==> src/rtl/values_load_unit.sv <==
// Operand/opcode capture bank: latches the switch value into operand A, operand B
// and the opcode register, each enabled by its own level-sensitive button.
module values_load_unit #(
    parameter int NB_INPUTS  = 8,
    parameter int NB_OUTPUTS = 8,
    parameter int NB_OP      = 6
) (
    input  logic                  i_clock,
    input  logic                  i_reset,
    input  logic [2:0]            i_buttons,
    input  logic [NB_INPUTS-1:0]  i_switches,
    output logic [NB_OUTPUTS-1:0] o_data_a,
    output logic [NB_OUTPUTS-1:0] o_data_b,
    output logic [NB_OP-1:0]      o_operation
);

    logic [NB_OUTPUTS-1:0] switches_resized;
    logic [NB_OUTPUTS-1:0] operand_reg [2];
    logic [NB_OP-1:0]      operation_reg;

    // Operands are zero-extended when wider than the switch bus, truncated otherwise.
    generate
        if (NB_OUTPUTS > NB_INPUTS) begin : g_extend
            assign switches_resized = {{(NB_OUTPUTS - NB_INPUTS){1'b0}}, i_switches};
        end else begin : g_truncate
            assign switches_resized = i_switches[NB_OUTPUTS-1:0];
        end
    endgenerate

    genvar gi;
    generate
        for (gi = 0; gi < 2; gi++) begin : g_operand
            always_ff @(posedge i_clock) begin
                if (!i_reset) begin
                    operand_reg[gi] <= '0;
                end else if (i_buttons[gi]) begin
                    operand_reg[gi] <= switches_resized;
                end
            end
        end
    endgenerate

    always_ff @(posedge i_clock) begin
        if (!i_reset) begin
            operation_reg <= '0;
        end else if (i_buttons[2]) begin
            operation_reg <= i_switches[NB_OP-1:0];
        end
    end

    assign o_data_a    = operand_reg[0];
    assign o_data_b    = operand_reg[1];
    assign o_operation = operation_reg;

endmodule

==> config.mk <==
export PLATFORM = sky130hd
export DESIGN_NAME = values_load_unit
export DESIGN_NICKNAME = d
export VERILOG_FILES = /design/src/rtl/values_load_unit.sv
export SDC_FILE = /design/constraint.sdc
export NUM_CORES = 1
export LEC_CHECK = 0
export BUFFER_PORTS_ARGS = -buffer_cell sky130_fd_sc_hd__buf_2
export CORE_ASPECT_RATIO = 1.4
export CORE_UTILIZATION = 40
export DETAILED_ROUTE_END_ITERATION = 12
export PLACE_DENSITY_LB_ADDON = 0.3
export SLEW_MARGIN = 20
export SYNTH_ARGS = -nofsm -noshare
export SYNTH_HDL_FRONTEND = slang
export SYNTH_SLANG_ARGS = --single-unit
==> constraint.sdc <==
create_clock -name i_clock -period 1.9 [get_ports i_clock]
set_clock_uncertainty 0.05 [all_clocks]
set_input_delay 0.095 -clock i_clock [delete_from_list [all_inputs] [get_ports i_clock]]
set_output_delay 0.095 -clock i_clock [all_outputs]
set_load 0.02 [all_outputs]
==> results_dict.tcl, run 1 <==
set metrics [dict create \
    dp_hpwl_um 1150 \
    ys_ff_latch 22 \
    p_sw_mw 0.222 \
    synth_nets 68 \
    power.leakage_nw 0.527 \
    htree_levels 1 \
    ff_latch_area_um2 601 \
    cts_buffers 3 \
    gp_congestion 0.703 \
    drv_slew 0 \
    grt_pass1_wl_um 2300 \
    antenna_found_initial 0 \
    dpl-instance-area_um2 1010 \
    final_area_um2 1030 \
    fillers 181 \
    slowest_stage "edfxtp_1" \
    cp-endpoint "o_data_b[0]" \
    clock.fmax_mhz 1000 \
    dieArea_um2 2270 \
    pwr-share-seq_pct 62.1 \
    area_growth_pct 24.0 \
    hold_viol_final 0 \
    grt_pass1_vias 515 \
    min_path_type "in2reg" \
    crit_fanout 1 \
    track_usage_pct 14.7 \
    ctsHoldBuffers 0 \
    tightest_slew_ns 0.362 \
    cp.required_ns 1.75 \
    setup_viol 0 \
    path_class "reg2out" \
    vias 548 \
    reg2reg_depth 2 \
    final.period_utilization_pct 52.4 \
    drt_first_iter_violations 24 \
    overflow 0 \
    final_antenna_net_count 0 \
    power.internal_mw 0.682 \
    finalWirelength_um 1490 \
    clkPwrFrac_pct 22.7 \
    root_buffer "clkbuf_4" \
    avgViaCountPerCell 4.94 \
    drive_above_1_share_pct 41.1 \
    status "finished, final reports clean" \
    slowest_delay_ns 0.39 \
    maxSlewHeadroom_pct 75.9 \
    power_density_nw_per_um2 875 \
    synth_cells 55 \
    ys_types 7 \
    r2r_slack_ns 1.23 \
    rows 19 \
    crit-reg2reg-launch "o_operation[0]" \
    synth_warnings 0 \
    multi_input_comb_area_um2 210 \
    grt_max_degree 25 \
    diodes 0 \
    largest_register_ff_count 16 \
    nets 104 \
    crit_buf_inv 1 \
    setup-tns-final_ns 0 \
    cts_tree "yes" \
    clock-sinks 22 \
    peakVddDrop_mv 0.460 \
    seq_area_frac_synth_pct 72.1 \
    cts_resized 0 \
    numPortBuffers 34 \
    wl_per_cell_um 13.5 \
    insertion_delay_ns 0.29 \
    drt_pass1_iterations 4 \
    sw_frac_of_total_pct 24.6 \
    combinationalPowerShare_pct 15.2 \
    crit_family "flip-flops" \
    crit_start "operand_reg[1][0]" \
    start_util_pct 42.2 \
    coreArea_um2 1970 \
    min_period_ns 0.995 \
    syn-cell-area_um2 833 \
    drc_errors 0 \
    rsz0062_at_grt "false" \
    path_depth 1 \
    cts.reportedPaths.clkPinSlew_ns 0.11 \
    arrival_ns 0.85 \
    regToRegEndpoint "o_operation[0]" \
    critPathLaunchType "register" \
    cp_cell_sequence "buf_2" \
    drv_cap 0 \
    die_x_um 40.6 \
    end_kind "output pin" \
    cts_buffer_depth 2 \
    cts_setup_buffers 0 \
    avgSynthCellArea_um2 15.2 \
    die_h_um 56.0 \
    io_pins 35 \
]
cells in the mapped netlist:
library cell | number | area [µm²]
and3_1 | 16 | 100
buf_4 | 3 | 22.5
dfxtp_1 | 6 | 120
edfxtp_1 | 16 | 480
mux2i_1 | 6 | 60.1
nand2b_1 | 2 | 12.5
nor2b_1 | 6 | 37.5
worst min-delay path by stage:
| stage | cells past startpoint | startpoint | slack, ns | end |
|---|---|---|---|---|
| after floorplan | 2 | i_switches[0] | 0.21 | o_operation[0] |
| final | 3 | i_switches[1] | 0.05 | o_operation[1] |
| after global placement | 3 | i_switches[1] | 0.34 | o_operation[1] |
| after CTS | 3 | i_switches[1] | 0.05 | o_operation[1] |
| after global routing | 3 | i_switches[5] | 0.06 | o_operation[5] |
| after detailed placement | 3 | i_switches[1] | 0.35 | o_operation[1] |
through the flow:
step	power, mW	util (%)	setup WS [ns]	hold slack, ns	std cells
after floorplan	0.657	-	1.17	0.214	55
after global placement	0.706	51.0	0.928	0.344	107
after detailed placement	0.712	51.0	0.885	0.352	107
after CTS	0.914	52.4	0.888	0.0467	111
after global routing	0.939	52.4	0.865	0.0636	111
final	0.904	52.4	0.905	0.0536	111
power by group through the flow:
stage / combinational (mW) / clock, mW / sequential [mW]
floorplan: 0.0358 / 0 / 0.621
global placement: 0.136 / 0 / 0.570
detailed placement: 0.139 / 0 / 0.573
CTS: 0.139 / 0.214 / 0.562
global route: 0.150 / 0.224 / 0.566
finish: 0.137 / 0.206 / 0.561
kinds of logic (layout without fill, tap and decap cells):
group / after synthesis / after routing / synth area share (%)
flops: 22 / 22 / 72.1
mux: 6 / 6 / 7.21
simple gates: 24 / 24 / 18.0
buf+inv: 3 / 38 / 2.70
cell usage in the layout, fill, tap and decap left out:
| cell type | count |
|---|---|
| edfxtp_1 | 16 |
| nor2b_1 | 6 |
| nand2b_1 | 2 |
| mux2i_1 | 6 |
| buf_2 | 34 |
| and3_1 | 16 |
| clkbuf_1 | 1 |
| clkbuf_4 | 3 |
| dfxtp_1 | 6 |
metal layers:
layer / part of all wire (%) / GRT usage [%] / wire (µm)
met5: 0 / 0 / 0
met4: 1.1 / 5.71 / 16
met3: 6.6 / 2.40 / 98
met2: 53 / 24.3 / 786
met1: 40 / 18.1 / 592
cell type report:
cell class | count | area share (%)
Timing Repair Buffer | 34 | 16.5
Clock buffer | 4 | 2.54
Tap cell | 21 | 2.54
Multi-Input combinational cell | 30 | 20.3
Sequential cell | 22 | 58.1
(Power assumes the default switching activity.)
==> run 2, diff against run 1 <==
==> constraint.sdc (replaced) <==
create_clock -name i_clock -period 1.04 [get_ports i_clock]
set_clock_uncertainty 0.05 [all_clocks]
set_input_delay 0.052 -clock i_clock [delete_from_list [all_inputs] [get_ports i_clock]]
set_output_delay 0.052 -clock i_clock [all_outputs]
set_load 0.02 [all_outputs]
==> results_dict.tcl, run 2 (synthesis gave the netlist of run 1 again) <==
set metrics [dict create \
    drc_errors 0 \
    crit-reg2reg-launch "o_operation[4]" \
    crit_family "flip-flops" \
    drv_cap 0 \
    cts_tree "yes" \
    largest_register_ff_count 16 \
    avgViaCountPerCell 4.98 \
    hold_viol_final 0 \
    use_met3_pct 2.40 \
    io_pins 35 \
    gp_congestion 0.730 \
    rsz0062_at_grt "false" \
    slowest_delay_ns 0.39 \
    power.internal_mw 1.26 \
    rows 19 \
    power_density_nw_per_um2 1570 \
    track_usage_pct 15.3 \
    fillers 178 \
    slowest_stage "edfxtp_1" \
    numPortBuffers 34 \
    min_period_ns 0.965 \
    setup_viol 0 \
    use_met1_pct 19.1 \
    crit_buf_inv 1 \
    htree_levels 1 \
    cts.reportedPaths.clkPinSlew_ns 0.11 \
    final.period_utilization_pct 92.8 \
    area_growth_pct 28.5 \
    path_class "reg2out" \
    die_h_um 56.0 \
    end_kind "output pin" \
    hp-start "i_switches[5]" \
    power.leakage_nw 0.544 \
    antenna_found_initial 0 \
    dieArea_um2 2270 \
    arrival_ns 0.86 \
    nets 108 \
    root_buffer "clkbuf_4" \
    start_util_pct 42.2 \
    finalNonFillerCells 115 \
    total_power_mw 1.68 \
    drt_first_iter_violations 16 \
    critPathLaunchType "register" \
    final_antenna_net_count 0 \
    hold_slack_ns 0.00299 \
    drt_pass1_iterations 4 \
    clock-sinks 22 \
    grt_pass1_vias 501 \
    maxSlewHeadroom_pct 74.5 \
    globalRoute.busiestLayer "met2" \
    dpl-instance-area_um2 1010 \
    post-route-util_pct 54.3 \
    p_sw_mw 0.420 \
    cp.required_ns 0.94 \
    crit_fanout 1 \
    cts_buffer_depth 2 \
    die_x_um 40.6 \
    cts_setup_buffers 0 \
    drive_above_1_share_pct 40.4 \
    finalWirelength_um 1520 \
    vias 573 \
    insertion_delay_ns 0.30 \
    combinationalPowerShare_pct 15.7 \
    grt_pass1_wl_um 2260 \
    grt_util_met2_pct 22.2 \
    post-place-cells 108 \
    clkPwrFrac_pct 23.2 \
    cp_cell_sequence "buf_2" \
    status "finished, final reports clean" \
    crit_start "operand_reg[1][5]" \
    final_cell_mix "34 x buf_2, 16 x and3_1, 16 x edfxtp_1" \
    setup_ws_ns 0.0747 \
    final_area_um2 1070 \
    post-place-ws_ns 0.0849 \
    grt_max_degree 17 \
    diodes 0 \
    pwr-share-seq_pct 61.2 \
    peakVddDrop_mv 1.02 \
    sw_frac_of_total_pct 25.0 \
    cts_buffers 3 \
    wl_per_cell_um 13.2 \
    tightest_slew_ns 0.382 \
    drv_slew 0 \
    final_common_cell "buf_2" \
    setup-tns-final_ns 0 \
    overflow 0 \
    dp_hpwl_um 1150 \
    clock.fmax_mhz 1040 \
    coreArea_um2 1970 \
    min_path_type "in2reg" \
]
## run 2: final cells by class
class | count | area [µm²] | area share [%]
clock buffers | 4 | 26.3 | 2.45
multi-input cells | 30 | 210 | 19.6
repair buffers | 38 | 208 | 19.4
flip-flops and latches | 22 | 601 | 56.1
well taps | 21 | 26.3 | 2.45
## run 2: repair_timing
action | CTS | global route
hold buffers | 3 | 0
hold endpoints to repair | 3 | 0
gates resized for setup | 0 | 0
## run 2: path summary, 6_finish.rpt
path              slack (ns)             end  cells after the start
setup / recovery        0.07     o_data_b[5]                      1
hold / removal         0.003  o_operation[5]                      3
setup reg to reg        0.38  o_operation[4]                      2
hold reg to reg         0.48  o_operation[1]                      2
## run 2: power groups by stage
stage               Combinational, mW  Clock, mW  Sequential [mW]
detailed placement              0.256          0             1.05
floorplan                      0.0654          0             1.13
finish                          0.263      0.388             1.03
global route                    0.284      0.424             1.03
CTS                             0.265      0.398             1.03
global placement                0.252          0             1.04
## run 2: per-layer routing
layer  part of all wire (%)  up-vias
met5                      0        -
met4                    3.6        0
met3                    5.4        4
met2                     49       24
met1                     42      264
li1                       -      281
